[src/rtl/ab_link_arbiter_pkg.sv]
// ab_arb_pkg: shared types, defaults and helpers for the a/b link arbiter
package ab_arb_pkg;
  typedef enum logic [1:0] {IDLE, DRIVE, SAMPLE} ab_arb_state_e;
  localparam int AB_N_REQ = 2;
  localparam int AB_LEN_W = 4;
  function automatic int unsigned ab_eff_len(input int unsigned len);
    return (len == 0) ? 1 : len;
  endfunction
endpackage

[src/rtl/ab_link_arbiter_if.sv]
// ab_link_arbiter_if: requester handshake plus the shared a/b link
interface ab_link_arbiter_if
  import ab_arb_pkg::*;
#(
  parameter int N_REQ = AB_N_REQ,
  parameter int LEN_W = AB_LEN_W
);
  logic [N_REQ-1:0]            req;
  logic [N_REQ-1:0][LEN_W-1:0] req_len;
  logic [N_REQ-1:0]            req_val;
  logic [N_REQ-1:0]            gnt;
  logic [N_REQ-1:0]            done;
  logic                        rsp_b;
  logic                        a;
  logic                        b;
  logic                        busy;
  modport master (output req, req_len, req_val, b, input gnt, done, rsp_b, a, busy);
  modport slave  (input req, req_len, req_val, b, output gnt, done, rsp_b, a, busy);
endinterface

[src/rtl/ab_link_arbiter_rr_picker.sv]
// rr_picker: combinational round-robin pick starting one past ptr
module rr_picker #(
  parameter int N_REQ = 2,
  localparam int PW = (N_REQ > 1) ? $clog2(N_REQ) : 1
) (
  input  logic [N_REQ-1:0] req,
  input  logic [PW-1:0]    ptr,
  output logic [N_REQ-1:0] win,
  output logic             valid
);
  logic [PW-1:0] idx;
  always_comb begin
    win = '0;
    idx = '0;
    for (int i = 1; i <= N_REQ; i++) begin
      idx = PW'((int'(ptr) + i) % N_REQ);
      if (win == '0 && req[idx]) win[idx] = 1'b1;
    end
  end
  assign valid = |req;
endmodule

[src/rtl/ab_link_arbiter.sv]
// ab_link_arbiter: round-robin sequencer sharing one a/b link among requesters
module ab_link_arbiter
  import ab_arb_pkg::*;
#(
  parameter int N_REQ = AB_N_REQ,
  parameter int LEN_W = AB_LEN_W
) (
  input logic clk,
  input logic rst,
  ab_link_arbiter_if.slave bus
);
  localparam int PW = (N_REQ > 1) ? $clog2(N_REQ) : 1;
  ab_arb_state_e state, state_d;
  logic [PW-1:0] ptr, ptr_d, own, own_d, win_idx;
  logic [LEN_W-1:0] cnt, cnt_d, len_q, len_d;
  logic [N_REQ-1:0] win, gnt_d, done_d;
  logic val_q, val_d, win_vld, a_d, rsp_d;
  rr_picker #(.N_REQ(N_REQ)) u_pick (.req(bus.req), .ptr(ptr), .win(win), .valid(win_vld));
  always_comb begin
    win_idx = '0;
    for (int i = 0; i < N_REQ; i++) if (win[i]) win_idx = PW'(i);
  end
  always_comb begin
    state_d = state;
    ptr_d   = ptr;
    own_d   = own;
    cnt_d   = cnt;
    len_d   = len_q;
    val_d   = val_q;
    gnt_d   = '0;
    done_d  = '0;
    a_d     = 1'b0;
    rsp_d   = 1'b0;
    case (state)
      IDLE: if (win_vld) begin
        state_d = DRIVE;
        own_d   = win_idx;
        len_d   = LEN_W'(ab_eff_len(32'(bus.req_len[win_idx])));
        val_d   = bus.req_val[win_idx];
        cnt_d   = '0;
        gnt_d   = win;
        a_d     = bus.req_val[win_idx];
      end
      DRIVE: if (cnt == len_q - 1'b1) begin
        state_d = SAMPLE;
        rsp_d   = bus.b;
        done_d  = N_REQ'(1) << own;
      end else begin
        cnt_d = cnt + 1'b1;
        a_d   = val_q;
      end
      SAMPLE: begin
        state_d = IDLE;
        ptr_d   = own;
      end
      default: state_d = IDLE;
    endcase
  end
  always_ff @(posedge clk) begin
    if (rst) begin
      state     <= IDLE;
      ptr       <= PW'(N_REQ - 1);
      own       <= '0;
      cnt       <= '0;
      len_q     <= '0;
      val_q     <= 1'b0;
      bus.gnt   <= '0;
      bus.done  <= '0;
      bus.rsp_b <= 1'b0;
      bus.a     <= 1'b0;
      bus.busy  <= 1'b0;
    end else begin
      state     <= state_d;
      ptr       <= ptr_d;
      own       <= own_d;
      cnt       <= cnt_d;
      len_q     <= len_d;
      val_q     <= val_d;
      bus.gnt   <= gnt_d;
      bus.done  <= done_d;
      bus.rsp_b <= rsp_d;
      bus.a     <= a_d;
      bus.busy  <= state_d != IDLE;
    end
  end
endmodule

[src/flat_wrapper.sv]
// flat-port wrapper written by rule: the top's interface ports become plain ports
module ab_link_arbiter_flat import ab_arb_pkg::*;
#(
  parameter int N_REQ = AB_N_REQ,
  parameter int LEN_W = AB_LEN_W
)
  (clk, rst, bus_req, bus_req_len, bus_req_val, bus_b, bus_gnt, bus_done, bus_rsp_b, bus_a, bus_busy);
  ab_link_arbiter_if #(.N_REQ(N_REQ), .LEN_W(LEN_W)) bus_i ();
  input logic clk;
  input logic rst;
  input wire logic [$bits(bus_i.req)-1:0] bus_req;
  input wire logic [$bits(bus_i.req_len)-1:0] bus_req_len;
  input wire logic [$bits(bus_i.req_val)-1:0] bus_req_val;
  input wire logic [$bits(bus_i.b)-1:0] bus_b;
  output wire logic [$bits(bus_i.gnt)-1:0] bus_gnt;
  output wire logic [$bits(bus_i.done)-1:0] bus_done;
  output wire logic [$bits(bus_i.rsp_b)-1:0] bus_rsp_b;
  output wire logic [$bits(bus_i.a)-1:0] bus_a;
  output wire logic [$bits(bus_i.busy)-1:0] bus_busy;
  assign bus_i.req = bus_req;
  assign bus_i.req_len = bus_req_len;
  assign bus_i.req_val = bus_req_val;
  assign bus_i.b = bus_b;
  assign bus_gnt = bus_i.gnt;
  assign bus_done = bus_i.done;
  assign bus_rsp_b = bus_i.rsp_b;
  assign bus_a = bus_i.a;
  assign bus_busy = bus_i.busy;
  ab_link_arbiter #(.N_REQ(N_REQ), .LEN_W(LEN_W)) u_core (.clk(clk), .rst(rst), .bus(bus_i));
endmodule
[config.mk]
export PLATFORM = sky130hd
export DESIGN_NAME = ab_link_arbiter_flat
export DESIGN_NICKNAME = d
export VERILOG_FILES = /design/src/rtl/ab_link_arbiter_pkg.sv /design/src/rtl/ab_link_arbiter_if.sv /design/src/rtl/ab_link_arbiter_rr_picker.sv /design/src/rtl/ab_link_arbiter.sv /design/src/flat_wrapper.sv
export SDC_FILE = /design/constraint.sdc
export NUM_CORES = 1
export LEC_CHECK = 0
export ABC_AREA = 0
export BUFFER_PORTS_ARGS = -buffer_cell sky130_fd_sc_hd__buf_2
export CORE_AREA = 2 2 53 55
export CTS_BUF_LIST = sky130_fd_sc_hd__clkbuf_2
export CTS_CLUSTER_DIAMETER = 150
export DETAILED_ROUTE_END_ITERATION = 8
export DIE_AREA = 0 0 55 57
export GPL_ROUTABILITY_DRIVEN = 0
export MAX_ROUTING_LAYER = met4
export PLACE_DENSITY = 0.63
export SYNTH_ARGS = -nofsm -noshare
export SYNTH_HDL_FRONTEND = slang
export SYNTH_SLANG_ARGS = --single-unit
[constraint.sdc]
create_clock -name clk -period 5.3 [get_ports clk]
set_input_delay 0.53 -clock clk [delete_from_list [all_inputs] [get_ports clk]]
set_output_delay 0.53 -clock clk [all_outputs]
set_load 0.005 [all_outputs]
Yosys cells after proc, flatten, opt, wreduce, memory -nomap -nowiden. Cells that the tools add are included.

Word-level logic and storage cells: 69. Bits in registers: 20. Memory bits (writable): 0. Output and inout port bits: 7. Bits in latches: 0. Memory bits (read-only): 0. Bits of input ports: 15. Memories kept: 0.

Shift-type cells: 1. Multiplexer cells: 25. Divide/modulo/power cells: 0. Reduce and logical (&&, ||, !) cells: 13. Multipliers: 0. Bitwise logic cells: 5. $lt $le $gt $ge: 5. Equality and inequality tests: 5. $add $sub $neg: 4.

Operator list (count): 4-bit two-way mux (5); 1-bit two-way mux (11); 2-bit two-way mux (4); 4-bit one-hot mux with 2 select lines (1); 1-bit by 2-bit < comparator with 1-bit output (second input constant) (3); 3-bit OR reduction (2); 4-bit by 1-bit adder with 4-bit output (second input constant) (1); 4-bit equality test (1); 2-bit zero test (2); 4-bit zero test (1); 2-bit != test (second input constant) (2); 1-bit inverter (4); 2-bit one-hot mux with 2 select lines (1); 2-bit nonzero test (2); 4-bit by 1-bit subtractor with 4-bit output (second input constant) (1); 1-bit logical AND (3); 3-bit AND reduction (1); 1-bit adder (second input constant) (2); 1-bit demux with 1-bit select (2); 2-bit by 1-bit equality test with 1-bit output (second input constant) (1); 2-bit equality test (second input constant) (1); 1-bit >= comparator (second input constant) (2); 2-bit bitwise OR (1); 1-bit one-hot mux with 2 select lines (1); other kinds (3) (3).

Depth between registers and ports, before layout.
Depth after elaboration: 14. Mapped depth: 6. Depth with buffers taken out: 6.

Hierarchy. A second synthesis with hierarchy kept.

Cells, all modules: 101. Area total of the unflattened synthesis: 934.6 um^2.

By module, submodules not included: ab_link_arbiter (area each 909.6 um^2, seq. area each 400.4 um^2, instances 1, cells an instance 97); rr_picker (area each 25.0 um^2, seq. area each 0.0 um^2, instances 1, cells an instance 4).

Worst setup path after synthesis. No wires, ideal clock.

Path kind: register -> register. From: register u_core.len_q[0]. To: register u_core.cnt[2]. Setup time: 91 ps. Arrival: 1797 ps. Stages on the path, launching flop included: 7. Clock period less this slack: 1888 ps. Path slack: 3412 ps. Required time: 5209 ps. Path buffers: 0. Path through: dfxtp_1 > inv_1 > ha_1 > xnor2_1 > or2_4 > or4_1 > a311oi_1.

Cells in the longest elaborated chain, start to end: 4.

RTL lines: start, declared (line ab_link_arbiter.sv:15) `logic [LEN_W-1:0] cnt, cnt_d, len_q, len_d;`; start signal, assigned (line ab_link_arbiter.sv:77) `len_q <= len_d;`; 4-bit by 1-bit subtractor with 4-bit output (line ab_link_arbiter.sv:44) `DRIVE: if (cnt == len_q - 1'b1) begin`; 4-bit equality test (line ab_link_arbiter.sv:44); 2-bit != test (no source line); 3-bit AND reduction (no source line); end signal, assigned (line ab_link_arbiter.sv:76) `cnt <= cnt_d;`; end, declared (line ab_link_arbiter.sv:15).

Every way passes these cells. A chain may end at the register's enable or synchronous reset.

Worst setup path after layout. Same ends and word-level chain as after synthesis.

==> run summary <==
The number of top-level design ports came out at 22. The final net count is 151. During placement, the flow inserted port buffers numbering 21. The number of flops mapped to enable cells by yosys is 0. The cell area power density is 274.0 nW/um^2. The worst pin sits at a relative slew slack of 59.23%. The number of cell rows is 19.

The yosys synthesis warning count is 0. The first global-routing pass estimated 3.415 mm of wire. The initial cell density of the core is 37.18%. After clock tree synthesis, the clock-pin slew on the worst setup and hold paths is 180 ps. The leakage power summed over all cells is 0.4767 nW. The floorplan step set the die height to 57 um. VDD sags by at most 0.0001364 V. The post-CTS resize count is 0. The path class of the lowest-slack min-delay path is primary input to register. The post-CTS setup buffer count is 0.

The final count of pins violating max slew came out at 0. Among all stages on the critical path, the largest delay is contributed by sky130_fd_sc_hd__or4_1. STA puts the critical path data arrival time at 2230 ps. Counting both buffers and inverters, the worst setup path holds a total of 1. The cell type contributing the most total cell area after synthesis is sky130_fd_sc_hd__dfxtp_1. The tree built by TritonCTS fans out to 20 sinks. The total overflow reported by the global router came out at 0. Among all cell types in the netlist, the one instantiated most often is sky130_fd_sc_hd__dfxtp_1. Dividing the detail-routed wire length by the instance count gives 11.98 um. The synthesized netlist net count came out at 128. Setup violations remaining at the end of the flow were counted as 0.

Setup repair after global routing left no endpoint under its margin. The number of buffers created by CTS came out at 3. After detailed routing, the number of remaining DRC violations is 0. The number of fillers in the final layout is 285. TritonCTS built the clock tree.

The worst setup path is launched from a register. The worst clock skew is 1.413 ps. The netlist uses 37 different library cells.

The portion of the post-synthesis area used by sequential elements is 41.18%. The average cell area after synthesis came out at 8.758 sq um. The clock period could shrink to 1996 ps. The number of inserted diodes is 0. Hold is met by 409.6 ps.

The synthesis-to-finish area growth came out at 15.57%. The maximum operating frequency came out at 501.1 MHz. On the worst path, the slowest cell contributes a delay of 470 ps.

The floorplan step defined a die boundary enclosing 3135 sq um. The cell sitting at the root of the clock tree is a sky130_fd_sc_hd__clkbuf_2. In the global route stage, overall resource usage came out at 15.20%.

The count of nets left with antenna violations after detail routing came out at 0. The share of layout cells above drive strength 1 came out at 21.80%. By area the synthesized netlist is led by sky130_fd_sc_hd__dfxtp_1 41%, sky130_fd_sc_hd__nand2_1 5.0%, sky130_fd_sc_hd__a311oi_1 3.6%. The wire length reported by the detailed router is 1.965 mm. The flip-flop and latch count after synthesis is 20.

The leading register cell type out of synthesis is sky130_fd_sc_hd__dfxtp_1. Of all nets on the critical path, the largest fanout is 5. The core region area is 2615 sq um. Summed over all nets, the half-perimeter wirelength after detailed placement is 1.555 mm. The required time of the worst setup path is 5530 ps. Before antenna repair, the detailed router went through 4 iterations. The floorplan step set the die width to 55 um. In this run, the number of DRC markers left after iteration 0 of detailed routing was 18. The area share of the leading cell type in the synthesized netlist came out at 41.18%.

The summed negative setup slack over all endpoints is 0 ps. The clock tree buffer depth came out at 2. The overall via count from detail_route is 851. By startpoint and endpoint, the worst setup path is classified as register to register. The number of global-route vias before repair is 805.

In the finished design, the share of the clock period the worst path needs comes to 37.66%. The initial antenna violation count came out at 0. After synthesis, the most frequently instantiated cells are 20 x sky130_fd_sc_hd__dfxtp_1, 13 x sky130_fd_sc_hd__nand2_1, 9 x sky130_fd_sc_hd__nor2_1. The final-report hold violation count is 0.

The cell count after synthesis came out at 111. The routed via count divided by cell count came out at 5.189. The largest net degree at the start of global routing came out at 21. In the synthesized netlist the async set-or-reset flop fraction comes to 0%. The number of buffers added to fix hold violations after cts came out at 0. The worst-margin pin slew is 606.2 ps. CTS built an H-tree with a depth of 1. The summed instance area of the synthesized netlist is 972.2 sq um. The run finished with clean final reports. The tool flagged a number of max-cap violations equal to 0.

STA classifies the critical path endpoint as a register. The cell family with the largest share of critical-path delay is simple AND/OR/NAND/NOR gates. For the worst-skew pair, the clock arrives at the later sink with an insertion delay of 300 ps. Traced cell by cell, the critical path runs through inv_1 > ha_1 > xnor2_1 > or2_4 > or4_1 > a311oi_1.
## final cells by class
class / instances / area [sq um] / share of cell area, %
Clock inverter: 1 / 3.754 / 0.3341
Clock buffer: 3 / 15.01 / 1.336
Tap cell: 31 / 38.79 / 3.452
Multi-Input combinational cell: 84 / 545.5 / 48.55
Sequential cell: 20 / 400.4 / 35.63
Inverter: 4 / 15.01 / 1.336
Timing Repair Buffer: 21 / 105.1 / 9.354
## metrics by stage
step | total power (W) | area (sq um) | setup slack, ps | utilization (%) | std cells
4_1_cts | 0.0003105 | 1124 | 3294 | 42.97 | 164
3_5_place_dp | 0.0002500 | 1105 | 3331 | 42.25 | 160
5_1_grt | 0.0003285 | 1124 | 3133 | 42.97 | 164
3_3_place_gp | 0.0002480 | 1105 | 3383 | 42.25 | 160
6_report | 0.0003079 | 1124 | 3304 | 42.97 | 164
2_1_floorplan | 0.0002286 | 972.2 | 3412 | - | 111
## sequential cells by signal, indices dropped and copies added, names as in the netlist, 2 cells and up
signal,count
u_core.bus.gnt,2
u_core.len_q,4
u_core.cnt,4
u_core.state,2
u_core.bus.done,2
## placed cells by master (no fill, tap or decap), types with 2 or more instances in the layout
cell,synthesis,final
sky130_fd_sc_hd__nand2_1,13,13
sky130_fd_sc_hd__nor2_1,9,9
sky130_fd_sc_hd__clkbuf_2,0,3
sky130_fd_sc_hd__xnor2_1,4,4
sky130_fd_sc_hd__ha_1,2,2
sky130_fd_sc_hd__inv_1,4,4
sky130_fd_sc_hd__and2_1,3,3
sky130_fd_sc_hd__a21o_1,2,2
sky130_fd_sc_hd__nand2b_1,2,2
sky130_fd_sc_hd__nor3_1,7,7
sky130_fd_sc_hd__a2111oi_0,3,3
sky130_fd_sc_hd__a311oi_1,4,4
sky130_fd_sc_hd__nand3_1,4,4
sky130_fd_sc_hd__nor2b_1,3,3
sky130_fd_sc_hd__a21oi_1,4,4
sky130_fd_sc_hd__o21ai_0,3,3
sky130_fd_sc_hd__xor2_1,2,2
sky130_fd_sc_hd__buf_2,0,21
sky130_fd_sc_hd__dfxtp_1,20,20
## routing by layer
layer | wire, um | track usage [%]
met5 | 0 | -
met4 | 17 | 6.272
met3 | 66 | 3.141
met2 | 943 | 23.47
met1 | 937 | 19.01
## where the power goes
group          internal [W]  leakage, nW  switching [W]   total, W
sequential         0.000161        0.164     0.00000926   0.000170
clock             0.0000164       0.0140      0.0000448  0.0000612
combinational     0.0000329        0.299      0.0000435  0.0000764
## kinds of logic after synthesis
family,Yosys count,share of synthesized area (%)
AND/OR/NAND/NOR,49,25.23
buffers and inverters,7,2.702
flip-flops,20,41.18
AO/OA/AOI/OAI,25,19.43
adder cells (fa/ha/maj),2,2.574
XOR/XNOR,7,7.850
multiplexers,1,1.030
## path summary, 6_finish.rpt
check / startpoint / to / slack [ps] / depth (start not counted)
max: u_core.len_q[0] / u_core.cnt[2] / 3300 / 6
min reg2reg: u_core.len_q[0] / u_core.len_q[0] / 510 / 2
max reg2reg: u_core.len_q[0] / u_core.cnt[2] / 3300 / 6
min: bus_b / u_core.bus.rsp_b / 410 / 2
Note: power is estimated with default switching activity, not from simulation.
